`src/rtl/fetch_pkg.sv`:
```
// Shared types and constants for the program-counter fetch stage.
package fetch_pkg;

  typedef enum logic [1:0] {
    FS_IDLE,
    FS_RUN,
    FS_HALT,
    FS_TRAP
  } fetch_state_t;

  localparam int unsigned PC_INCR              = 4;
  localparam logic [31:0] DEFAULT_RESET_VECTOR = 32'h0000_0000;

endpackage

```
`src/rtl/pc_next.sv`:
```
// Combinational next-PC selection: JALR over branch/JAL over sequential, plus misalignment flag.
module pc_next
  import fetch_pkg::*;
#(
  parameter int unsigned ADDR_WIDTH = 32
) (
  input  logic [ADDR_WIDTH-1:0] pc,
  input  logic                  pc_src,
  input  logic                  jalr_pc_src,
  input  logic [ADDR_WIDTH-1:0] imm_op,
  input  logic [ADDR_WIDTH-1:0] alu_result,
  output logic [ADDR_WIDTH-1:0] pc_plus4,
  output logic [ADDR_WIDTH-1:0] target,
  output logic                  misaligned
);

  logic [ADDR_WIDTH-1:0] jalr_target;
  logic [ADDR_WIDTH-1:0] branch_target;

  // All sums wrap modulo 2^ADDR_WIDTH; carries are dropped on purpose.
  assign pc_plus4      = pc + ADDR_WIDTH'(PC_INCR);
  assign branch_target = pc + imm_op;
  assign jalr_target   = alu_result & ~ADDR_WIDTH'(1);

  always_comb begin
    target = pc_plus4;
    if (jalr_pc_src) begin
      target = jalr_target;
    end else if (pc_src) begin
      target = branch_target;
    end
  end

  assign misaligned = (target[1:0] != 2'b00);

endmodule

```
`src/rtl/pc_fetch_stage.sv`:
```
// Architectural PC register, start-up/stall/halt/trap sequencing and retired-instruction counter.
module pc_fetch_stage
  import fetch_pkg::*;
#(
  parameter int unsigned           ADDR_WIDTH   = 32,
  parameter logic [ADDR_WIDTH-1:0] RESET_VECTOR = ADDR_WIDTH'(DEFAULT_RESET_VECTOR)
) (
  input  logic                  clk_i,
  input  logic                  rst_ni,
  input  logic                  pc_src_i,
  input  logic                  jalr_pc_src_i,
  input  logic [ADDR_WIDTH-1:0] imm_op_i,
  input  logic [ADDR_WIDTH-1:0] alu_result_i,
  input  logic                  stall_i,
  input  logic                  halt_i,
  output logic [ADDR_WIDTH-1:0] pc_o,
  output logic [ADDR_WIDTH-1:0] pc_plus4_o,
  output logic                  valid_o,
  output logic                  halted_o,
  output logic                  misaligned_o,
  output logic [31:0]           retired_o
);

  fetch_state_t          state_q, state_d;
  logic [ADDR_WIDTH-1:0] pc_q, pc_d;
  logic [31:0]           retired_q, retired_d;
  logic [ADDR_WIDTH-1:0] target;
  logic                  target_misaligned;

  pc_next #(
    .ADDR_WIDTH (ADDR_WIDTH)
  ) u_pc_next (
    .pc          (pc_q),
    .pc_src      (pc_src_i),
    .jalr_pc_src (jalr_pc_src_i),
    .imm_op      (imm_op_i),
    .alu_result  (alu_result_i),
    .pc_plus4    (pc_plus4_o),
    .target      (target),
    .misaligned  (target_misaligned)
  );

  always_ff @(posedge clk_i or negedge rst_ni) begin
    if (!rst_ni) begin
      state_q   <= FS_IDLE;
      pc_q      <= RESET_VECTOR;
      retired_q <= 32'd0;
    end else begin
      state_q   <= state_d;
      pc_q      <= pc_d;
      retired_q <= retired_d;
    end
  end

  always_comb begin
    state_d   = state_q;
    pc_d      = pc_q;
    retired_d = retired_q;
    unique case (state_q)
      FS_IDLE: state_d = FS_RUN;
      FS_RUN: begin
        // Halt retires the current instruction even if it is stalled or would trap.
        if (halt_i) begin
          retired_d = retired_q + 32'd1;
          state_d   = FS_HALT;
        end else if (stall_i) begin
          state_d = FS_RUN;
        end else if (target_misaligned) begin
          state_d = FS_TRAP;
        end else begin
          pc_d      = target;
          retired_d = retired_q + 32'd1;
        end
      end
      FS_HALT: state_d = FS_HALT;
      FS_TRAP: state_d = FS_TRAP;
      default: state_d = FS_IDLE;
    endcase
  end

  // Status outputs decode the registered state only, so stall/halt never reach them combinationally.
  assign pc_o         = pc_q;
  assign valid_o      = (state_q == FS_RUN);
  assign halted_o     = (state_q == FS_HALT);
  assign misaligned_o = (state_q == FS_TRAP);
  assign retired_o    = retired_q;

endmodule

```
`config.mk`:
```
export PLATFORM = sky130hd
export DESIGN_NAME = pc_fetch_stage
export DESIGN_NICKNAME = d
export VERILOG_FILES = /design/src/rtl/fetch_pkg.sv /design/src/rtl/pc_next.sv /design/src/rtl/pc_fetch_stage.sv
export SDC_FILE = /design/constraint.sdc
export NUM_CORES = 1
export LEC_CHECK = 0
export BUFFER_PORTS_ARGS = -buffer_cell sky130_fd_sc_hd__buf_4
export CAP_MARGIN = 25
export CORE_MARGIN = 2
export CORE_UTILIZATION = 47
export CTS_CLUSTER_DIAMETER = 40
export DETAILED_ROUTE_END_ITERATION = 10
export MAX_ROUTING_LAYER = met4
export PLACE_DENSITY = 0.77
export SLEW_MARGIN = 40
export SYNTH_ARGS = -nofsm -noshare
export SYNTH_HDL_FRONTEND = slang
export SYNTH_HIERARCHICAL = 1
export SYNTH_SLANG_ARGS = --single-unit
```
`constraint.sdc`:
```
create_clock -name clk_i -period 2.77 [get_ports clk_i]
set_input_delay 0.831 -clock clk_i [delete_from_list [all_inputs] [get_ports clk_i]]
set_output_delay 0.831 -clock clk_i [all_outputs]
set_load 0.02 [all_outputs]
```
Yosys cells after proc, flatten, opt, wreduce, memory -nomap -nowiden --
Index checks and enable logic that the tools add are counted.
Storage, ports and cells: register bits 66, latch bits 0, memory bits (writable) 0, memory bits (read-only) 0, bits of input ports 70, output and inout bits 99, logic and storage cells 28, memories 0
Cells by class: add/subtract/negate cells 3, multipliers 0, divide/modulo/power cells 0, $lt $le $gt $ge 0, eq/ne operators 6, shifts and indexed selects 0, multiplexer cells 9, bitwise logic cells 3, reduce and logical (&&, ||, !) cells 4
Operators by type and width (number):
- $mux 32 | 5
- $add 32x1->32 const B | 1
- $add 32x3->32 const B | 1
- $add 32x32->32 | 1
- $pmux 2 s4 | 1
- $mux 2 | 3
- $eq 2x2->1 const B | 2
- $ne 4x3->1 const B | 1
- $reduce_and 4->1 | 1
- $not 1->1 | 3
- $reduce_and 3->1 | 1
- $eq 2x1->1 const B | 1
- $logic_not 2->1 | 1
- $ne 2x1->1 const B | 1
- $ne 2x2->1 const B | 1
- $reduce_bool 2->1 | 1

Longest topological paths before layout --
Gate-level depths: netlist of the first run.
depth in word-level cells 8, mapped depth 11, mapped depth without buffers 11

By module --
Netlist of the first run, hierarchy kept.
Modules (own cells, without submodules):
- pc_next | times used 1, cells an instance 435, area each 2956.6 um^2, sequential area each 0.0 um^2
- pc_fetch_stage | times used 1, cells an instance 204, area each 2780.2 um^2, sequential area each 1651.6 um^2

Worst setup path before layout of the first run --
OpenSTA, ideal clock, no wires.
path kind input-to-reg, from input port imm_op_i[0], to register retired_q[25] (netlist: retired_o[25]), library setup time 0.131 ns, data arrival time 3.001 ns, required time 2.639 ns, path slack -0.362 ns, cell stages on the path 10, path buffers 1, cell sequence ha_1 fa_1 mux2i_1 o21ai_0 or2_2 o21bai_1 nor3b_2 buf_2 nand4_1 xnor2_1
Between the ends: longest elaborated chain between the ends 6
Ends and longest elaborated chain:
- from (decl) | RTL line pc_fetch_stage.sv:12 | input logic [ADDR_WIDTH-1:0] imm_op_i,
- $add 32x32->32 | RTL line pc_next.sv:22 | assign branch_target = pc + imm_op;
- $mux 32 | RTL line pc_next.sv:29 | end else if (pc_src) begin
- $mux 32 | RTL line pc_next.sv:27 | if (jalr_pc_src) begin
- net target[1] | RTL line pc_fetch_stage.sv:27 | logic [ADDR_WIDTH-1:0] target;
- $reduce_bool 2->1 | RTL line pc_next.sv:34 | assign misaligned = (target[1:0] != 2'b00);
- net target_misaligned | RTL line pc_fetch_stage.sv:28 | logic target_misaligned;
- $ne 2x2->1 (no line)
- $reduce_and 3->1 (no line)
- to (signal assigned) | RTL line pc_fetch_stage.sv:51 | retired_q <= retired_d;
- to (decl) | RTL line pc_fetch_stage.sv:26 | logic [31:0] retired_q, retired_d;
The timed path passes the listed nets, and every way through them passes these cells. A chain may end at the register's enable or synchronous reset.

Worst setup path in the final report of the first run --
from register pc_q[3] (netlist: pc_o[3]), to output port pc_plus4_o[26]
Between the ends: longest elaborated chain between the ends 1
Ends and longest elaborated chain:
- from (decl) | RTL line pc_fetch_stage.sv:25 | logic [ADDR_WIDTH-1:0] pc_q, pc_d;
- from (signal assigned) | RTL line pc_fetch_stage.sv:50 | pc_q <= pc_d;
- $add 32x3->32 | RTL line pc_next.sv:21 | assign pc_plus4 = pc + ADDR_WIDTH'(PC_INCR);
- to (decl) | RTL line pc_fetch_stage.sv:17 | output logic [ADDR_WIDTH-1:0] pc_plus4_o,
Every way passes these cells.

==> qor.csv, run 1 <==
stage;metric;value;unit
floorplan;dieWidth;114;um
layout;diodes;0;
logic_synthesis;synthCells;639;
global_route;grt_pass1_vias;6389;
timing;fin_ws;-267;ps
clocking;cts.sinks;66;
floorplan;core;12000;um^2
timing;fin_crit_sh;110;%
logic_synthesis;syn-num-nets;743;
logic_synthesis;synth-async-reset-ratio;100;%
detailed_routing;ant_nets;0;
critical_path;critPathSlowestCell;dfrtp_1;
clocking;clock_path_buffers;2;
placed_design;placed_cells;1037;
timing;finalHoldViolations;0;
clocking;clk_pin_slew;60;ps
clocking;cts_tree;built;
layout;fin_util;79.3;%
clocking;cts_buffers;9;
layout;syn2layout_area_growth;65.4;%
logic_synthesis;synth_cell_types;76;
clocking;cts_hold_buf;0;
placed_design;place_congestion;0.971;
power;powerDensity;462;nW/um^2
detailed_routing;drt_iter0_markers;531;
timing;skew;9.17;ps
detailed_routing;dr.pass1.iters;5;
clocking;cts_root_buf;clkbuf_16;
logic_synthesis;yosysSeqAreaShare;28.8;%
global_route;grt_overflow;0;
clocking;insertion_delay;340;ps
layout;final_cell_mix;294 x buf_4, 62 x dfrtp_1, 56 x nand2_1, 40 x xnor2_1, 34 x a21oi_1;
power;p_leak;4.70;nW
timing;relSlewSlack;56.5;%
timing;min_period;3040;ps
critical_path;critPathBufInv;3;
detailed_routing;vias;6612;
timing;worst_pin_slew;652;ps
layout;mostFrequentLayoutCell;buf_4;
critical_path;cp_top_family;simple AND/OR/NAND/NOR gates;
floorplan;io_pins;169;
critical_path;slowest_delay;410;ps
layout;nNetsFinal;1051;
logic_synthesis;yosys_warnings;6;
critical_path;cp_common_cell;nand4_1;
detailed_routing;vias_per_cell;6.02;
timing;setup_viol;58;
floorplan;die-height;114;um
outcome;violations;negative setup slack;
critical_path;startpoint_type;flip-flop;
logic_synthesis;syn_area;5740;um^2
floorplan;start_util;48.0;%
detailed_routing;remaining_drc_errors;0;
placed_design;dp_hpwl;14500;um
global_route;grt_start_max_net_pins;67;
logic_synthesis;avgSynthCellArea;8.98;um^2
critical_path;crit_fanout;6;
critical_path;end_kind;output pin;
flow_run;max-cap-violations;0;
floorplan;fp-row-count;40;
detailed_routing;wl_per_cell;20.9;um
logic_synthesis;synth-seq-cells;66;
logic_synthesis;synthTopCellsByArea;dfrtp_1 29%, xnor2_1 9.2%, ha_1 7.2%;
critical_path;worstPathCellList;ha_2 > nand4_1 > nor3_4 > buf_12 > buf_6 > nand4_1 > xnor2_2 > buf_4;
timing;max_clock_freq;0.329;GHz
outcome;status;finished with violations;
logic_synthesis;synth_top_cell_by_area;dfrtp_1;
critical_path;required;1940;ps
floorplan;die_area;13100;um^2
logic_synthesis;synth-edff-count;0;
global_route;gr-usage-all-layers;32.4;%
layout;drive_above_1_share;52.8;%
global_route;grt_pass1_wl;32500;um
hold_path;hold_path.class;input pin to async pin;
detailed_routing;drt-total-wl;22900;um
critical_path;arrival;2210;ps
critical_path;worstSetupPathType;flip-flop to output pin;
power;irDropWorstVdd;0.000358;V
clocking;cts_htree_levels;3;
placed_design;port_buffers;167;
layout;instances_no_fill;1099;
timing;slew_viol_final;0;
logic_synthesis;ys.flop_type;dfrtp_1;
global_route;grt_antenna_before_repair;0;
logic_synthesis;yosysTopAreaCellShare;28.8;%
timing;rsz0062_at_grt;true;
[worst register-to-register path, stage by stage, from the launching register on]
cell	delay, ps
dfrtp_1	410
ha_4	180
fa_2	410
mux2i_2	230
o21ai_2	100
or2_4	250
buf_6	130
o21bai_4	120
buf_6	120
buf_6	80
and2_4	170
buf_12	120
nand4_1	160
xnor2_2	200
[sequential cells by signal, summed over array words and instances (netlist names)]
signal,cells
retired_o,32
state_q,2
pc_o,32
[Yosys cell counts, types with 8 or more instances]
master	number
nor2_1	30
a21o_1	12
a21oi_1	46
nand3_1	28
buf_2	13
mux2_2	32
nand2_1	65
and3_1	15
ha_1	33
xor2_1	17
xnor2_1	60
o21ai_0	24
inv_1	10
nor3_1	9
o21ai_1	8
dfrtp_1	66
o22ai_1	8
and4_1	9
nand4_1	27
[final timing paths]
kind                       slack [ps]          start              to  cells past startpoint
min                               490         rst_ni         pc_o[5]                      1
min in group clk_i                490  retired_o[21]   retired_o[21]                      1
max                              -270        pc_o[3]  pc_plus4_o[26]                      8
min reg2reg                       490  retired_o[21]   retired_o[21]                      1
max reg2reg                       -30        pc_o[0]   retired_o[10]                     13
max in group asynchronous        1800         rst_ni         pc_o[7]                      1
[kinds of logic after synthesis]
| logic type | after synthesis | synth area share, % |
|---|---|---|
| AOI/OAI and AO/OA | 155 | 18.0 |
| xor gates and xnor gates | 80 | 12.6 |
| DFF | 66 | 28.8 |
| muxes | 41 | 7.92 |
| adders and majority gates | 34 | 7.55 |
| and+or+nand+nor | 228 | 22.1 |
| buffers and inverters | 35 | 2.99 |
[through the flow]
stage               total power, W  setup slack, ps  TNS (ps)  hold slack [ps]  cell area, um^2
floorplan                  0.00205             -157     -4950              470             5850
CTS                        0.00418             -215     -4140              494             8830
finish                     0.00438             -267     -6370              492             9490
global placement           0.00274             -439    -15890              465             7990
global route               0.00457             -328     -9280              518             9490
detailed placement         0.00277             -498    -24790              483             8000
[layer usage]
metal  track usage (%)  wire length, um
met2              52.6            11300
met4              11.2              757
met5                 -                0
met3              5.03             1630
met1              41.2             9250
[area by class of cell]
class / instances / area, um^2
timing repair buffer: 321 / 2610
fill: 730 / 2470
multi-input combinational: 538 / 4660
clock buffer: 9 / 225
clock inverter: 7 / 108
sequential: 66 / 1660
inverter: 11 / 41.3
tap: 147 / 184
[what timing repair did]
item                       CTS  global route
setup buffers               27            19
gates resized for setup     50           111
pin swaps                   39            39
gates cloned                 3             2
setup endpoints to repair   63            85
[where the power goes]
part           leakage (nW)  internal (W)  switching [W]
registers             0.881       0.00103       0.000110
logic                  3.66      0.000940       0.000970
clock network         0.160      0.000808       0.000519
total                  4.70       0.00278        0.00160
Note: power is estimated with default switching activity, not from simulation.
==> run 2: changes to the inputs <==
--- a/config.mk
+++ b/config.mk
@@ -5,14 +5,13 @@
 export SDC_FILE = /design/constraint.sdc
 export NUM_CORES = 1
 export LEC_CHECK = 0
-export BUFFER_PORTS_ARGS = -buffer_cell sky130_fd_sc_hd__buf_4
-export CAP_MARGIN = 25
+export ABC_AREA = 1
 export CORE_MARGIN = 2
 export CORE_UTILIZATION = 47
 export CTS_CLUSTER_DIAMETER = 40
 export DETAILED_ROUTE_END_ITERATION = 10
+export DONT_BUFFER_PORTS = 1
 export MAX_ROUTING_LAYER = met4
-export PLACE_DENSITY = 0.77
 export SLEW_MARGIN = 40
 export SYNTH_ARGS = -nofsm -noshare
 export SYNTH_HDL_FRONTEND = slang
==> run 2 against run 1 <==
The run now ends clean. Setup slack improved by 280 ps. Area after synthesis rose by 23%. Routed wire length shrank 0.72%. Combinational power is 120% higher. Largest cell class unchanged. Final cell count rose by 22%. Clock-buffer cell count up 2. Clock skew decreased by 2.2 ps. Sequential share of layout area is 3.1 points higher.
==> qor.csv, run 2 <==
stage;metric;value;unit;change
logic_synthesis;synth-async-reset-ratio;100;%;unchanged
timing;worst_pin_slew;567;ps;-85.5 ps
logic_synthesis;yosysSeqAreaShare;23.4;%;-5.4 points
layout;diodes;0;;unchanged
critical_path;critPathBufInv;0;;-3
flow_run;max-cap-violations;0;;unchanged
logic_synthesis;yosysTopAreaCellShare;23.4;%;-5.4 points
power;irDropWorstVdd;0.000339;V;-5.1%
critical_path;required;1940;ps;about the same
logic_synthesis;yosys_warnings;6;;unchanged
logic_synthesis;synth_cell_types;45;;-41%
timing;fin_ws;16.8;ps;+284 ps
critical_path;slowest_delay;470;ps;+60 ps
clocking;clk_pin_slew;60;ps;about the same
timing;finalHoldViolations;0;;unchanged
global_route;grt_pass1_vias;6853;;+7.3%
critical_path;end_kind;output pin;;
critical_path;cp_top_family;simple AND/OR/NAND/NOR gates;;
logic_synthesis;synth-seq-cells;66;;unchanged
critical_path;arrival;1920;ps;-290 ps
floorplan;die-height;127;um;+11%
global_route;grt_overflow;0;;unchanged
logic_synthesis;syn_area;7060;um^2;+23%
clocking;cts.sinks;66;;unchanged
logic_synthesis;synthCells;1099;;+72%
global_route;grt_start_max_net_pins;67;;unchanged
power;powerDensity;874;nW/um^2;+89%
timing;fin_crit_sh;99.4;%;-10 points
placed_design;place_congestion;0.942;;-3.0%
timing;skew;6.95;ps;-2.22 ps
clocking;cts_htree_levels;3;;unchanged
timing;relSlewSlack;62.1;%;+5.6 points
global_route;grt_pass1_wl;35600;um;+9.7%
layout;drive_above_1_share;16.3;%;-37 points
clocking;cts_hold_buf;0;;unchanged
critical_path;critPathSlowestCell;dfrtp_1;;
placed_design;dp_hpwl;18500;um;+28%
power;p_leak;4.39;nW;-6.5%
timing;min_period;2750;ps;-284 ps
layout;final_cell_mix;381 x nand2_1, 155 x inv_1, 94 x nor2_1, 74 x nand3_1, 63 x buf_4;;
floorplan;dieWidth;127;um;+11%
clocking;insertion_delay;340;ps;about the same
critical_path;cp_common_cell;nand2_1;;
floorplan;io_pins;169;;unchanged
critical_path;crit_fanout;5;;-1
timing;max_clock_freq;0.363;GHz;+10%
layout;syn2layout_area_growth;15.2;%;
detailed_routing;ant_nets;0;;unchanged
logic_synthesis;syn-num-nets;1203;;+62%
logic_synthesis;ys.flop_type;dfrtp_1;;
global_route;grt_antenna_before_repair;0;;unchanged
floorplan;die_area;16000;um^2;+22%
detailed_routing;drt_iter0_markers;421;;-21%
clocking;cts_root_buf;clkbuf_16;;
global_route;gr-usage-all-layers;29.1;%;-3.2 points
timing;setup_viol;0;;-100%
critical_path;worstSetupPathType;flip-flop to output pin;;
logic_synthesis;avgSynthCellArea;6.42;um^2;-28%
floorplan;start_util;48.4;%;+0.40 points
detailed_routing;wl_per_cell;16.9;um;-19%
clocking;cts_buffers;9;;unchanged
logic_synthesis;synth_common_cells;387 x nand2_1, 155 x inv_1, 98 x nor2_1, 75 x nand3_1, 66 x dfrtp_1;;
detailed_routing;drt-total-wl;22800;um;-0.72%
layout;fill_cells;1485;;+100%
detailed_routing;remaining_drc_errors;0;;unchanged
clocking;cts_tree;built;;
floorplan;fp-row-count;44;;+10%
detailed_routing;dr.pass1.iters;6;;+1
hold_path;hold_path.class;input pin to async pin;;
critical_path;worstPathCellList;nand2_1 > nor3_2 > nand2_1 > nor2_4 > nand2_1 > or2_1 > nand2_2;;
critical_path;startpoint_type;flip-flop;;
placed_design;port_buffers;0;;-100%
logic_synthesis;synth-edff-count;0;;unchanged
layout;nNetsFinal;1261;;+20%
logic_synthesis;synthTopCellsByArea;dfrtp_1 23%, nand2_1 21%, inv_1 8.2%;;
detailed_routing;vias;7098;;+7.4%
layout;mostFrequentLayoutCell;nand2_1;;
outcome;status;finished clean;;
timing;slew_viol_final;0;;unchanged
clocking;clock_path_buffers;2;;unchanged
placed_design;place_ws;-123;ps;+375 ps
logic_synthesis;synth_most_common_cell;nand2_1;;
detailed_routing;vias_per_cell;5.27;;-12%
floorplan;core;14600;um^2;+22%
timing;hold_ws;187;ps;-305 ps
timing;rsz0062_at_grt;true;;
logic_synthesis;synth_top_cell_by_area;dfrtp_1;;
run 2: cell count changes in the layout (fill, tap and decap cells not counted), sizes merged, moves of 14 or more:
cell | before | now
inv | 14 | 157
a21oi | 50 | 33
nand2 | 65 | 392
and3 | 17 | 2
nand3 | 30 | 81
buf | 319 | 65
xor2 | 17 | 31
xnor2 | 63 | 13
nor2 | 31 | 121
run 2: final timing paths:
check | start | endpoint | slack, ps | depth (start not counted)
min | rst_ni | retired_o[18] | 190 | 0
min in group clk_i | state_q[1] | state_q[1] | 540 | 2
max reg2reg | pc_o[2] | pc_o[25] | 140 | 14
min reg2reg | state_q[1] | state_q[1] | 540 | 2
max | pc_o[6] | pc_plus4_o[30] | 20 | 7
max in group asynchronous | rst_ni | pc_o[23] | 2480 | 0
run 2: cell type report:
| cell class | instances | area, um^2 | share of cell area [%] |
|---|---|---|---|
| repair buffers | 65 | 513 | 6.31 |
| inverters | 157 | 597 | 7.35 |
| clock buffers | 11 | 243 | 2.99 |
| flip-flops and latches | 66 | 1670 | 20.5 |
| clock inverters | 5 | 77.6 | 0.955 |
| well taps | 184 | 230 | 2.83 |
| multi-input cells | 858 | 4800 | 59.0 |
run 2: per-stage QoR:
stage               utilization (%)  total power [W]  cells  setup TNS, ps  area (um^2)
finish                         55.7          0.00710   1346              0         8130
global placement               52.7          0.00573   1328          -3360         7690
floorplan                         -          0.00444   1099              0         7080
global route                   55.7          0.00763   1346          -78.4         8130
CTS                            55.1          0.00704   1345          -12.2         8040
detailed placement             52.7          0.00576   1328          -2870         7690
run 2: power by group:
| group | leakage [nW] | internal [W] | switching [W] | total [W] |
|---|---|---|---|---|
| Sequential | 0.848 | 0.00121 | 0.000463 | 0.00167 |
| Combinational | 3.39 | 0.00158 | 0.00261 | 0.00419 |
| Clock | 0.156 | 0.000809 | 0.000433 | 0.00124 |
| Total | 4.39 | 0.00360 | 0.00350 | 0.00710 |
run 2: cells by family after synthesis:
kind of cell,Yosys count,share of synthesized area [%]
AOI/OAI and AO/OA,92,7.09
xor gates and xnor gates,44,5.46
adders and majority gates,34,6.14
buffers and inverters,175,9.97
DFF,66,23.4
muxes,32,6.65
and+or+nand+nor,656,41.3
run 2: timing repair:
item,in CTS,in global routing
resized for setup,10,26
endpoints found under the setup margin,10,17
buffers inserted,1,1
endpoints found under the hold margin,0,0
run 2: per-layer routing:
layer  wire length, um  track usage [%]
met5                 0                -
met4               785             10.8
met3              1340             5.69
met2             10800             48.1
met1              9860             35.4
